==> src/rtl/instruction_fetch_if.sv <==
// Fetch-stage bundle: program counter, program memory read port,
// flush, and the instruction handshake toward decode.
interface instruction_fetch_if #(
   parameter int ADDR_W = 12
);
   logic [ADDR_W-1:0] pc_value;
   logic              pc_enable;
   logic [ADDR_W-1:0] mem_addr;
   logic              mem_req;
   logic              mem_ack;
   logic [7:0]        mem_data;
   logic              flush;
   logic              instr_valid;
   logic              instr_ready;
   logic [7:0]        opcode;
   logic [15:0]       operand;
   logic [1:0]        instr_len;
   logic [ADDR_W-1:0] instr_addr;

   modport master (
      input  pc_value,
      input  mem_ack,
      input  mem_data,
      input  flush,
      input  instr_ready,
      output pc_enable,
      output mem_addr,
      output mem_req,
      output instr_valid,
      output opcode,
      output operand,
      output instr_len,
      output instr_addr
   );

   modport slave (
      output pc_value,
      output mem_ack,
      output mem_data,
      output flush,
      output instr_ready,
      input  pc_enable,
      input  mem_addr,
      input  mem_req,
      input  instr_valid,
      input  opcode,
      input  operand,
      input  instr_len,
      input  instr_addr
   );
endinterface

==> src/rtl/instruction_fetch.sv <==
// Instruction fetch: reads 1-3 bytes per instruction, pulses the PC
// once per byte, and presents the instruction over valid/ready.
module instruction_fetch #(
   parameter int ADDR_W = 12
) (
   input  logic                clk,
   input  logic                reset,
   instruction_fetch_if.master bus
);

   typedef enum logic [1:0] {
      S_IDLE,
      S_FETCH,
      S_STEP,
      S_HOLD
   } state_t;

   state_t            r_state;
   state_t            w_next;
   logic [1:0]        r_cnt;
   logic [7:0]        r_opcode;
   logic [15:0]       r_operand;
   logic [1:0]        r_len;
   logic [ADDR_W-1:0] r_addr;
   logic              r_pc_en;
   logic              r_valid;
   logic              w_mem_req;
   logic [ADDR_W-1:0] w_mem_addr;
   logic              w_take;

   function automatic logic [1:0] len_decode(input logic [7:0] op);
      logic [1:0] len;
      unique case (op[7:6])
         2'b00:   len = 2'd1;
         2'b01:   len = 2'd2;
         default: len = 2'd3;
      endcase
      return len;
   endfunction

   assign w_take = (r_state == S_FETCH) && bus.mem_ack && !bus.flush;

   always_ff @(posedge clk or posedge reset) begin
      if (reset) begin
         r_state <= S_IDLE;
         r_pc_en <= 1'b0;
         r_valid <= 1'b0;
      end else begin
         r_state <= w_next;
         r_pc_en <= (w_next == S_STEP);
         r_valid <= (w_next == S_HOLD);
      end
   end

   always_comb begin
      w_next     = r_state;
      w_mem_req  = 1'b0;
      w_mem_addr = '0;
      unique case (r_state)
         S_IDLE:  w_next = S_FETCH;
         S_FETCH: begin
            w_mem_req  = 1'b1;
            w_mem_addr = bus.pc_value;
            if (bus.mem_ack)
               w_next = S_STEP;
         end
         S_STEP: begin
            if (r_cnt < r_len)
               w_next = S_FETCH;
            else
               w_next = S_HOLD;
         end
         S_HOLD: begin
            if (r_valid && bus.instr_ready)
               w_next = S_FETCH;
         end
         default: w_next = S_IDLE;
      endcase
      if (bus.flush)
         w_next = S_IDLE;
   end

   // Slot index r_cnt selects which byte the acknowledged data lands in
   always_ff @(posedge clk or posedge reset) begin
      if (reset) begin
         r_cnt     <= '0;
         r_opcode  <= '0;
         r_operand <= '0;
         r_len     <= '0;
         r_addr    <= '0;
      end else if (bus.flush) begin
         r_cnt <= '0;
      end else begin
         unique case (r_state)
            S_IDLE: r_cnt <= '0;
            S_FETCH: begin
               if (r_cnt == 2'd0)
                  r_addr <= bus.pc_value;
               if (w_take) begin
                  r_cnt <= r_cnt + 2'd1;
                  unique case (r_cnt)
                     2'd0: begin
                        r_opcode  <= bus.mem_data;
                        r_len     <= len_decode(bus.mem_data);
                        r_operand <= '0;
                     end
                     2'd1:    r_operand[7:0]  <= bus.mem_data;
                     default: r_operand[15:8] <= bus.mem_data;
                  endcase
               end
            end
            S_HOLD: begin
               if (r_valid && bus.instr_ready)
                  r_cnt <= '0;
            end
            default: ;
         endcase
      end
   end

   assign bus.mem_req     = w_mem_req;
   assign bus.mem_addr    = w_mem_addr;
   assign bus.pc_enable   = r_pc_en & ~bus.flush;
   assign bus.instr_valid = r_valid & ~bus.flush;
   assign bus.opcode      = r_opcode;
   assign bus.operand     = r_operand;
   assign bus.instr_len   = r_len;
   assign bus.instr_addr  = r_addr;

endmodule

==> src/flat_wrapper.sv <==
// flat-port wrapper written by rule: the top's interface ports become plain ports
module instruction_fetch_flat 
#(
   parameter int ADDR_W = 12
)
  (clk, reset, bus_pc_value, bus_mem_ack, bus_mem_data, bus_flush, bus_instr_ready, bus_pc_enable, bus_mem_addr, bus_mem_req, bus_instr_valid, bus_opcode, bus_operand, bus_instr_len, bus_instr_addr);
  instruction_fetch_if #(.ADDR_W(ADDR_W)) bus_i ();
  input  logic clk;
  input  logic reset;
  input wire logic [$bits(bus_i.pc_value)-1:0] bus_pc_value;
  input wire logic [$bits(bus_i.mem_ack)-1:0] bus_mem_ack;
  input wire logic [$bits(bus_i.mem_data)-1:0] bus_mem_data;
  input wire logic [$bits(bus_i.flush)-1:0] bus_flush;
  input wire logic [$bits(bus_i.instr_ready)-1:0] bus_instr_ready;
  output wire logic [$bits(bus_i.pc_enable)-1:0] bus_pc_enable;
  output wire logic [$bits(bus_i.mem_addr)-1:0] bus_mem_addr;
  output wire logic [$bits(bus_i.mem_req)-1:0] bus_mem_req;
  output wire logic [$bits(bus_i.instr_valid)-1:0] bus_instr_valid;
  output wire logic [$bits(bus_i.opcode)-1:0] bus_opcode;
  output wire logic [$bits(bus_i.operand)-1:0] bus_operand;
  output wire logic [$bits(bus_i.instr_len)-1:0] bus_instr_len;
  output wire logic [$bits(bus_i.instr_addr)-1:0] bus_instr_addr;
  assign bus_i.pc_value = bus_pc_value;
  assign bus_i.mem_ack = bus_mem_ack;
  assign bus_i.mem_data = bus_mem_data;
  assign bus_i.flush = bus_flush;
  assign bus_i.instr_ready = bus_instr_ready;
  assign bus_pc_enable = bus_i.pc_enable;
  assign bus_mem_addr = bus_i.mem_addr;
  assign bus_mem_req = bus_i.mem_req;
  assign bus_instr_valid = bus_i.instr_valid;
  assign bus_opcode = bus_i.opcode;
  assign bus_operand = bus_i.operand;
  assign bus_instr_len = bus_i.instr_len;
  assign bus_instr_addr = bus_i.instr_addr;
  instruction_fetch #(.ADDR_W(ADDR_W)) u_core (.clk(clk), .reset(reset), .bus(bus_i));
endmodule
==> config.mk <==
export PLATFORM = sky130hd
export DESIGN_NAME = instruction_fetch_flat
export DESIGN_NICKNAME = d
export VERILOG_FILES = /design/src/rtl/instruction_fetch_if.sv /design/src/rtl/instruction_fetch.sv /design/src/flat_wrapper.sv
export SDC_FILE = /design/constraint.sdc
export NUM_CORES = 1
export LEC_CHECK = 0
export CORE_MARGIN = 1
export CORE_UTILIZATION = 45
export CTS_CLUSTER_DIAMETER = 100
export DETAILED_ROUTE_END_ITERATION = 8
export PLACE_DENSITY_LB_ADDON = 0.3
export REMOVE_ABC_BUFFERS = 1
export SETUP_SLACK_MARGIN = 0.5
export SYNTH_ARGS = -nofsm -noshare
export SYNTH_HDL_FRONTEND = slang
export SYNTH_SLANG_ARGS = --single-unit
==> constraint.sdc <==
create_clock -name clk -period 3.15 [get_ports clk]
set_input_delay 0.63 -clock clk [delete_from_list [all_inputs] [get_ports clk]]
set_output_delay 0.63 -clock clk [all_outputs]
set_load 0.05 [all_outputs]
==> report_table.html, run 1 <==
<table>
<tr><th>Metric</th><th>Value</th></tr>
<tr><th colspan="2">Layout</th></tr>
<tr><td>Layout area overhead</td><td>45.3%</td></tr>
<tr><td>Share of final-layout standard cells stronger than drive strength 1</td><td>19.2%</td></tr>
<tr><td>Number of filler cells placed in the layout</td><td>between 300 and 400</td></tr>
<tr><td>Post-layout util</td><td>68.9%</td></tr>
<tr><td>Antenna diode instance count</td><td>0</td></tr>
<tr><td>Post-layout nets</td><td>approximately 250</td></tr>
<tr><td>Most common library cell in the layout ignoring fill and taps</td><td>sky130_fd_sc_hd__clkdlybuf4s50_1</td></tr>
<tr><td>Most used cells in the layout excluding fill and tap cells</td><td>sky130_fd_sc_hd__clkdlybuf4s50_1 (62), sky130_fd_sc_hd__dfrtp_1 (44), sky130_fd_sc_hd__mux2_2 (28), sky130_fd_sc_hd__and2_1 (12), sky130_fd_sc_hd__dlygate4sd2_1 (12)</td></tr>
<tr><th colspan="2">Worst setup path</th></tr>
<tr><td>Crit path DAT</td><td>~1.8 ns</td></tr>
<tr><td>Critical path launch point type</td><td>flip-flop</td></tr>
<tr><td>Sort of element at the end of the critical path</td><td>output pin</td></tr>
<tr><td>Maximum net fanout on the critical path</td><td>16</td></tr>
<tr><td>Critical path type</td><td>reg2out</td></tr>
<tr><td>Worst endpoint required time</td><td>between 2 and 3 ns</td></tr>
<tr><th colspan="2">GRT</th></tr>
<tr><td>Final global-route overflow total</td><td>0</td></tr>
<tr><td>Largest net degree at the start of global routing</td><td>29</td></tr>
<tr><td>Total global routing track utilization</td><td>about 22%</td></tr>
<tr><td>Wire length of the first global-routing pass</td><td>7160 µm</td></tr>
<tr><td>Vias in the first global route</td><td>about 1,500</td></tr>
<tr><td>Antenna violations before repair</td><td>0</td></tr>
<tr><th colspan="2">Timing</th></tr>
<tr><td>Final period demand of the worst path</td><td>2.42 ns</td></tr>
<tr><td>Slew at the pin closest to its max-slew limit</td><td>around 0.95 ns</td></tr>
<tr><td>Max-slew violation count</td><td>0</td></tr>
<tr><td>Max Fclk</td><td>between 400 and 500 MHz</td></tr>
<tr><td>Setup_tns</td><td>0 ns</td></tr>
<tr><td>Final Cycle Share</td><td>roughly three quarters</td></tr>
<tr><td>Setup clock skew after layout</td><td>roughly 0.0072 ns</td></tr>
<tr><td>Number of failing hold endpoints at the final stage</td><td>0</td></tr>
<tr><td>WHS</td><td>just over 0.5 ns</td></tr>
<tr><td>Setup-failing EPs final</td><td>0</td></tr>
<tr><td>Unrepaired setup endpoints after global routing</td><td>no</td></tr>
<tr><td>Relative max-transition margin</td><td>approximately 36%</td></tr>
<tr><th colspan="2">Synthesis</th></tr>
<tr><td>Synthesized area</td><td>1920 µm²</td></tr>
<tr><td>Synthesis warning total</td><td>0</td></tr>
<tr><td>Count of distinct cell types in the synthesized netlist</td><td>30</td></tr>
<tr><td>Share of flip-flops with an asynchronous set or reset</td><td>between 90% and 100%</td></tr>
<tr><td>Dominant synthesized flop cell</td><td>sky130_fd_sc_hd__dfrtp_1</td></tr>
<tr><td>Post-synth EDFFs</td><td>0</td></tr>
<tr><td>Mean instance size in the synthesized netlist</td><td>between 10 and 15 µm²</td></tr>
<tr><td>Sequential area share after synthesis</td><td>roughly 57%</td></tr>
<tr><td>Synthesized instance count</td><td>~140</td></tr>
<tr><td>Flops &amp; latches, synth</td><td>44</td></tr>
<tr><th colspan="2">Clocking</th></tr>
<tr><td>Clock-pin transition on the worst setup and hold timing paths</td><td>roughly 0.08 ns</td></tr>
<tr><td>Worst-case clock buffer depth</td><td>2</td></tr>
<tr><td>Clock network latency to the later pin of the worst-skew pair</td><td>roughly 0.29 ns</td></tr>
<tr><td>CTS tree</td><td>yes</td></tr>
<tr><td>Total clock sinks</td><td>44</td></tr>
<tr><td>Number of buffers added to fix hold violations after cts</td><td>0</td></tr>
<tr><td>CTS HTree Levels</td><td>2</td></tr>
<tr><td>Number of buffers created by CTS</td><td>5</td></tr>
<tr><td>Cell chosen for the clock root</td><td>sky130_fd_sc_hd__clkbuf_8</td></tr>
<tr><th colspan="2">Floorplanning</th></tr>
<tr><td>Placeable core area</td><td>between 4000 and 5000 µm²</td></tr>
<tr><td>Row Count</td><td>23</td></tr>
<tr><td>Die ar.</td><td>4540 µm²</td></tr>
<tr><td>I/O pin cnt</td><td>78</td></tr>
<tr><td>Starting density of the core</td><td>between 40% and 50%</td></tr>
<tr><td>Width of the die</td><td>slightly below 70 µm</td></tr>
<tr><td>Die Height</td><td>roughly 67 µm</td></tr>
<tr><th colspan="2">Route</th></tr>
<tr><td>Number of search-and-repair iterations in the first detailed-routing pass</td><td>4</td></tr>
<tr><td>Post-DR wirelength/cell</td><td>roughly 16 µm</td></tr>
<tr><td>Count of vias placed by the detailed router</td><td>1,395</td></tr>
<tr><td>DRC</td><td>0</td></tr>
<tr><td>Final ANT Viol Nets</td><td>0</td></tr>
<tr><td>Mean number of vias per cell</td><td>slightly above 5</td></tr>
<tr><td>Number of design-rule violations left by the first detailed-router iteration</td><td>38</td></tr>
<tr><td>Total length of routed wires</td><td>4390 µm</td></tr>
<tr><th colspan="2">Placement</th></tr>
<tr><td>Number of buffers added on ports</td><td>a little under 80</td></tr>
<tr><td>Weighted congestion at the end of routability-driven global placement</td><td>~0.84</td></tr>
<tr><td>DPL Wire Length</td><td>between 3000 and 4000 µm</td></tr>
<tr><th colspan="2">Run</th></tr>
<tr><td>Count of maximum capacitance violations</td><td>0</td></tr>
<tr><th colspan="2">Run status</th></tr>
<tr><td>Status</td><td>finished, final reports clean</td></tr>
<tr><th colspan="2">Power</th></tr>
<tr><td>Total chip power</td><td>~1.8 mW</td></tr>
<tr><td>P per Cell Area</td><td>660 nW/µm²</td></tr>
<tr><td>Leakage dissipation</td><td>about 1.3 nW</td></tr>
<tr><td>Maximum VDD drop</td><td>roughly 0.42 mV</td></tr>
<tr><th colspan="2">Min path</th></tr>
<tr><td>Min-Delay Path Class</td><td>reg2reg</td></tr>
</table>
[metal layers]
metal	global-route usage (%)	up-vias	share of wire [%]
li1	-	653	-
met5	0	-	0
met2	36.6	40	53
met3	5.91	11	4.7
met4	10.4	0	2.4
met1	26.0	691	40
[sequential cells by signal (all words and copies together) (netlist names)]
register / count
u_core.bus.operand: 16
u_core.bus.instr_addr: 12
u_core.bus.opcode: 8
u_core.bus.instr_len: 2
u_core.r_cnt: 2
u_core.r_state: 2
u_core.r_pc_en: 1
u_core.r_valid: 1
[synthesized netlist by cell type (2+ instances only)]
master / number / area, µm²
sky130_fd_sc_hd__inv_1: 6 / 22.5
sky130_fd_sc_hd__dfrtp_1: 44 / 1100
sky130_fd_sc_hd__ha_1: 3 / 37.5
sky130_fd_sc_hd__nor2_1: 3 / 11.3
sky130_fd_sc_hd__clkbuf_1: 2 / 7.51
sky130_fd_sc_hd__mux2_2: 28 / 315
sky130_fd_sc_hd__and2_1: 12 / 75.1
sky130_fd_sc_hd__and2b_1: 4 / 30.0
sky130_fd_sc_hd__a21oi_1: 2 / 10.0
sky130_fd_sc_hd__a22o_1: 8 / 70.1
sky130_fd_sc_hd__nor2b_1: 7 / 43.8
sky130_fd_sc_hd__nand2_1: 3 / 11.3
sky130_fd_sc_hd__buf_6: 3 / 33.8
sky130_fd_sc_hd__nand3_1: 2 / 10.0
sky130_fd_sc_hd__a211oi_1: 2 / 15.0
[path summary, 6_finish.rpt]
check,from,end,slack (ns),cells after the start
worst min register to register,u_core.bus.opcode[2],u_core.bus.opcode[2],0.51,1
worst min-delay path,u_core.bus.opcode[2],u_core.bus.opcode[2],0.51,1
worst max register to register,u_core.r_cnt[0],u_core.bus.instr_addr[5],1.24,4
min in group asynchronous,reset,u_core.bus.instr_len[1],0.74,2
max in group asynchronous,reset,u_core.bus.operand[10],1.72,3
worst max-delay path,u_core.r_state[1],bus_mem_addr[7],0.73,3
[timing repair]
action | 4_1_cts | 5_1_grt
setup endpoints to repair | 13 | 1
resized for setup | 13 | 1
buffers inserted | 0 | 0
cloned | 0 | 0
[critical path, stage by stage, from the launching register on]
cell and delay, ns:
sky130_fd_sc_hd__dfrtp_1 0.47, sky130_fd_sc_hd__nor2b_4 0.31, sky130_fd_sc_hd__and2_1 0.18, sky130_fd_sc_hd__dlygate4sd2_1 0.54
[metrics by stage]
stage | setup slack, ns | std cells | instance area [µm²]
2_1_floorplan | 0.916 | 137 | 1870
3_3_place_gp | 0.495 | 266 | 2710
3_5_place_dp | 0.467 | 266 | 2710
4_1_cts | 0.560 | 274 | 2790
5_1_grt | 0.625 | 274 | 2800
6_report | 0.727 | 274 | 2800
[kinds of logic after synthesis]
group / share of synthesized area (%)
fa+ha+maj: 1.95
buf+inv: 3.97
flops: 57.2
simple gates: 13.4
compound gates: 6.57
mux: 16.9
[where the power goes]
part / total (mW) / internal [mW] / switching (mW)
registers: 0.713 / 0.660 / 0.0530
logic: 0.776 / 0.279 / 0.497
clock network: 0.357 / 0.179 / 0.178
[final cells by class]
cell class              instances  area [µm²]  area share, %
inverters                       6        22.5          0.805
clock buffers                   8        90.1           3.22
well taps                      50        62.6           2.24
repair buffers                 79         768           27.5
multi-input cells              87         752           26.9
flip-flops and latches         44        1100           39.4
Note: power is estimated with default switching activity, not from simulation.
==> inputs of run 2 (changes only) <==
CORE_UTILIZATION = 43   (was 45)
clock period = 2.5 ns   (was 3.15 ns; I/O delays follow)
==> run 2 against run 1 <==
Effect of this change: final cell count rose by 0.73%; die area rose by 4.5%; sequential power rose by 27%; first-iteration DRC count rose to 2.6 times the previous value.
==> report_table.html, run 2 (synthesis gave the netlist of run 1 again) <==
<table>
<tr><th>Metric</th><th>Value</th></tr>
<tr><th colspan="2">Run status</th></tr>
<tr><td>Status</td><td>finished, final reports clean (unchanged)</td></tr>
<tr><th colspan="2">Floorplanning</th></tr>
<tr><td>Die Height</td><td>68.9 µm (was 67.4 µm)</td></tr>
<tr><td>Placeable core area</td><td>4140 µm² (was 4060 µm²)</td></tr>
<tr><td>I/O pin cnt</td><td>78 (unchanged)</td></tr>
<tr><td>Row Count</td><td>23 (unchanged)</td></tr>
<tr><td>Starting density of the core</td><td>46.4% (was 47.4%)</td></tr>
<tr><td>Die ar.</td><td>4750 µm² (was 4540 µm²)</td></tr>
<tr><td>Width of the die</td><td>68.9 µm (was 67.4 µm)</td></tr>
<tr><th colspan="2">Timing</th></tr>
<tr><td>Setup-failing EPs final</td><td>0 (unchanged)</td></tr>
<tr><td>Final period demand of the worst path</td><td>just under 2 ns</td></tr>
<tr><td>Setup clock skew after layout</td><td>0.0100 ns (was 0.00717 ns)</td></tr>
<tr><td>Number of failing hold endpoints at the final stage</td><td>0 (unchanged)</td></tr>
<tr><td>Max-slew violation count</td><td>0 (unchanged)</td></tr>
<tr><td>Setup_tns</td><td>0 ns (unchanged)</td></tr>
<tr><td>Relative max-transition margin</td><td>55.7% (was 36.1%)</td></tr>
<tr><td>Final Cycle Share</td><td>79.2%</td></tr>
<tr><td>Slew at the pin closest to its max-slew limit</td><td>0.660 ns (was 0.953 ns)</td></tr>
<tr><td>Unrepaired setup endpoints after global routing</td><td>no (unchanged)</td></tr>
<tr><td>Max Fclk</td><td>505 MHz</td></tr>
<tr><th colspan="2">Clocking</th></tr>
<tr><td>Clock-pin transition on the worst setup and hold timing paths</td><td>0.09 ns (was 0.08 ns)</td></tr>
<tr><td>CTS tree</td><td>yes (unchanged)</td></tr>
<tr><td>CTS HTree Levels</td><td>2 (unchanged)</td></tr>
<tr><td>Number of buffers added to fix hold violations after cts</td><td>0 (unchanged)</td></tr>
<tr><td>Cell chosen for the clock root</td><td>sky130_fd_sc_hd__clkbuf_8 (unchanged)</td></tr>
<tr><td>Clock network latency to the later pin of the worst-skew pair</td><td>0.30 ns (was 0.29 ns)</td></tr>
<tr><td>Total clock sinks</td><td>44 (unchanged)</td></tr>
<tr><td>Number of buffers created by CTS</td><td>5 (unchanged)</td></tr>
<tr><td>Worst-case clock buffer depth</td><td>2 (unchanged)</td></tr>
<tr><th colspan="2">Worst setup path</th></tr>
<tr><td>Sort of element at the end of the critical path</td><td>output pin (unchanged)</td></tr>
<tr><td>Critical path launch point type</td><td>flip-flop (unchanged)</td></tr>
<tr><td>Peak per-stage delay on the critical path</td><td>0.82 ns (was 0.54 ns)</td></tr>
<tr><td>Critical path type</td><td>reg2out (unchanged)</td></tr>
<tr><td>Top delay family on crit path</td><td>buffers and inverters (unchanged)</td></tr>
<tr><td>Bufs and invs on worst path</td><td>1 (unchanged)</td></tr>
<tr><td>Crit path DAT</td><td>1.48 ns (was 1.79 ns)</td></tr>
<tr><td>Maximum net fanout on the critical path</td><td>2 (was 16)</td></tr>
<tr><td>Worst endpoint required time</td><td>2.00 ns (was 2.52 ns)</td></tr>
<tr><td>Critical-path cell with the highest stage delay</td><td>sky130_fd_sc_hd__clkdlybuf4s50_1 (was sky130_fd_sc_hd__dlygate4sd2_1)</td></tr>
<tr><td>Worst-path cell chain</td><td>clkdlybuf4s50_1 (was nor2b_4 -&gt; and2_1 -&gt; dlygate4sd2_1)</td></tr>
<tr><th colspan="2">Placement</th></tr>
<tr><td>Total cell area at the placement stage</td><td>2750 µm² (was 2710 µm²)</td></tr>
<tr><td>Number of buffers added on ports</td><td>77 (unchanged)</td></tr>
<tr><td>DPL Wire Length</td><td>3370 µm (was 3330 µm)</td></tr>
<tr><td>Weighted congestion at the end of routability-driven global placement</td><td>0.738 (was 0.845)</td></tr>
<tr><th colspan="2">GRT</th></tr>
<tr><td>Met2 demand-to-capacity share in global routing</td><td>35.2% (was 36.6%)</td></tr>
<tr><td>Total global routing track utilization</td><td>20.7% (was 21.9%)</td></tr>
<tr><td>Antenna violations before repair</td><td>0 (unchanged)</td></tr>
<tr><td>Met1 Use GR</td><td>26.2% (was 26.0%)</td></tr>
<tr><td>Wire length of the first global-routing pass</td><td>7040 µm (was 7160 µm)</td></tr>
<tr><td>Most utilized layer in the global route result</td><td>met2 (unchanged)</td></tr>
<tr><td>Vias in the first global route</td><td>1,438 (was 1,514)</td></tr>
<tr><td>Met3 track demand over resource in global routing</td><td>5.10% (was 5.91%)</td></tr>
<tr><td>Final global-route overflow total</td><td>0 (unchanged)</td></tr>
<tr><td>Largest net degree at the start of global routing</td><td>45 (was 29)</td></tr>
<tr><th colspan="2">Route</th></tr>
<tr><td>Number of search-and-repair iterations in the first detailed-routing pass</td><td>4 (unchanged)</td></tr>
<tr><td>Mean number of vias per cell</td><td>5.13 (was 5.09)</td></tr>
<tr><td>Number of design-rule violations left by the first detailed-router iteration</td><td>97 (was 38)</td></tr>
<tr><td>Final ANT Viol Nets</td><td>0 (unchanged)</td></tr>
<tr><td>DRC</td><td>0 (unchanged)</td></tr>
<tr><td>Post-DR wirelength/cell</td><td>16.9 µm (was 16.0 µm)</td></tr>
<tr><td>Count of vias placed by the detailed router</td><td>1,416 (was 1,395)</td></tr>
<tr><td>Total length of routed wires</td><td>4670 µm (was 4390 µm)</td></tr>
<tr><th colspan="2">Layout</th></tr>
<tr><td>Antenna diode instance count</td><td>0 (unchanged)</td></tr>
<tr><td>Share of final-layout standard cells stronger than drive strength 1</td><td>26.5% (was 19.2%)</td></tr>
<tr><td>Most common library cell in the layout ignoring fill and taps</td><td>sky130_fd_sc_hd__clkdlybuf4s50_1 (unchanged)</td></tr>
<tr><td>Post-layout util</td><td>70.7% (was 68.9%)</td></tr>
<tr><td>Layout area overhead</td><td>52.2% (was 45.3%)</td></tr>
<tr><td>Post-Layout Inst Area</td><td>2930 µm² (was 2800 µm²)</td></tr>
<tr><td>Post-layout nets</td><td>253 (was 251)</td></tr>
<tr><td>Most used cells in the layout excluding fill and tap cells</td><td>sky130_fd_sc_hd__clkdlybuf4s50_1 (45), sky130_fd_sc_hd__dfrtp_1 (44), sky130_fd_sc_hd__mux2_2 (28), sky130_fd_sc_hd__dlymetal6s2s_1 (13) (was sky130_fd_sc_hd__clkdlybuf4s50_1 (62), sky130_fd_sc_hd__dfrtp_1 (44), sky130_fd_sc_hd__mux2_2 (28), sky130_fd_sc_hd__and2_1 (12), sky130_fd_sc_hd__dlygate4sd2_1 (12))</td></tr>
<tr><td>Number of filler cells placed in the layout</td><td>302 (was 304)</td></tr>
<tr><td>Flip-flop count of the largest register, all copies and words added</td><td>16 (unchanged)</td></tr>
<tr><th colspan="2">Power</th></tr>
<tr><td>Maximum VDD drop</td><td>0.620 mV (was 0.420 mV)</td></tr>
<tr><td>Leakage dissipation</td><td>1.50 nW (was 1.28 nW)</td></tr>
<tr><td>P per Cell Area</td><td>840 nW/µm² (was 660 nW/µm²)</td></tr>
<tr><th colspan="2">Run</th></tr>
<tr><td>Count of maximum capacitance violations</td><td>0 (unchanged)</td></tr>
<tr><th colspan="2">Min path</th></tr>
<tr><td>Min-Delay Path Class</td><td>reg2reg (unchanged)</td></tr>
</table>
run 2: routing by layer:
metal	vias to the layer above	share of wire (%)
met5	-	0
met4	0	0.99
met3	5	4.2
met2	44	54
met1	708	41
li1	659	-
run 2: path summary, 6_finish.rpt:
| check | from | depth (start not counted) | slack (ns) | to |
|---|---|---|---|---|
| setup / recovery | u_core.bus.opcode[7] | 1 | 0.52 | bus_opcode[7] |
| hold / removal | u_core.bus.opcode[6] | 1 | 0.51 | u_core.bus.opcode[6] |
| setup reg to reg | u_core.r_cnt[0] | 4 | 0.59 | u_core.bus.instr_addr[7] |
| hold reg to reg | u_core.bus.opcode[6] | 1 | 0.51 | u_core.bus.opcode[6] |
| max in group asynchronous | reset | 3 | 1.45 | u_core.bus.operand[9] |
| min in group asynchronous | reset | 3 | 0.68 | u_core.bus.operand[10] |
run 2: where the power goes:
part	switching (mW)	total, mW	internal [mW]
sequential	0.0708	0.902	0.831
clock	0.242	0.569	0.327
combinational	0.628	0.989	0.362
total	0.940	2.46	1.52
run 2: timing repair:
item	4_1_cts	5_1_grt
gates resized for setup	6	13
endpoints found under the setup margin	18	25
setup buffers	0	1
run 2: stage by stage:
step | cells | power [mW] | hold slack [ns] | worst slack (ns)
global placement | 267 | 1.89 | 0.485 | 0.392
finish | 276 | 2.46 | 0.509 | 0.520
floorplan | 137 | 1.54 | 0.560 | 0.396
global route | 276 | 2.55 | 0.529 | 0.493
CTS | 275 | 2.48 | 0.514 | 0.497
detailed placement | 267 | 1.91 | 0.489 | 0.344
run 2: final cells by class:
type                       count  area [µm²]  share of cell area, %
sequential                    44        1100                   37.6
timing repair buffer          81         870                   29.7
multi-input combinational     87         752                   25.7
clock buffer                   6        82.6                   2.82
tap                           50        62.6                   2.14
clock inverter                 2        38.8                   1.32
inverter                       6        22.5                  0.769
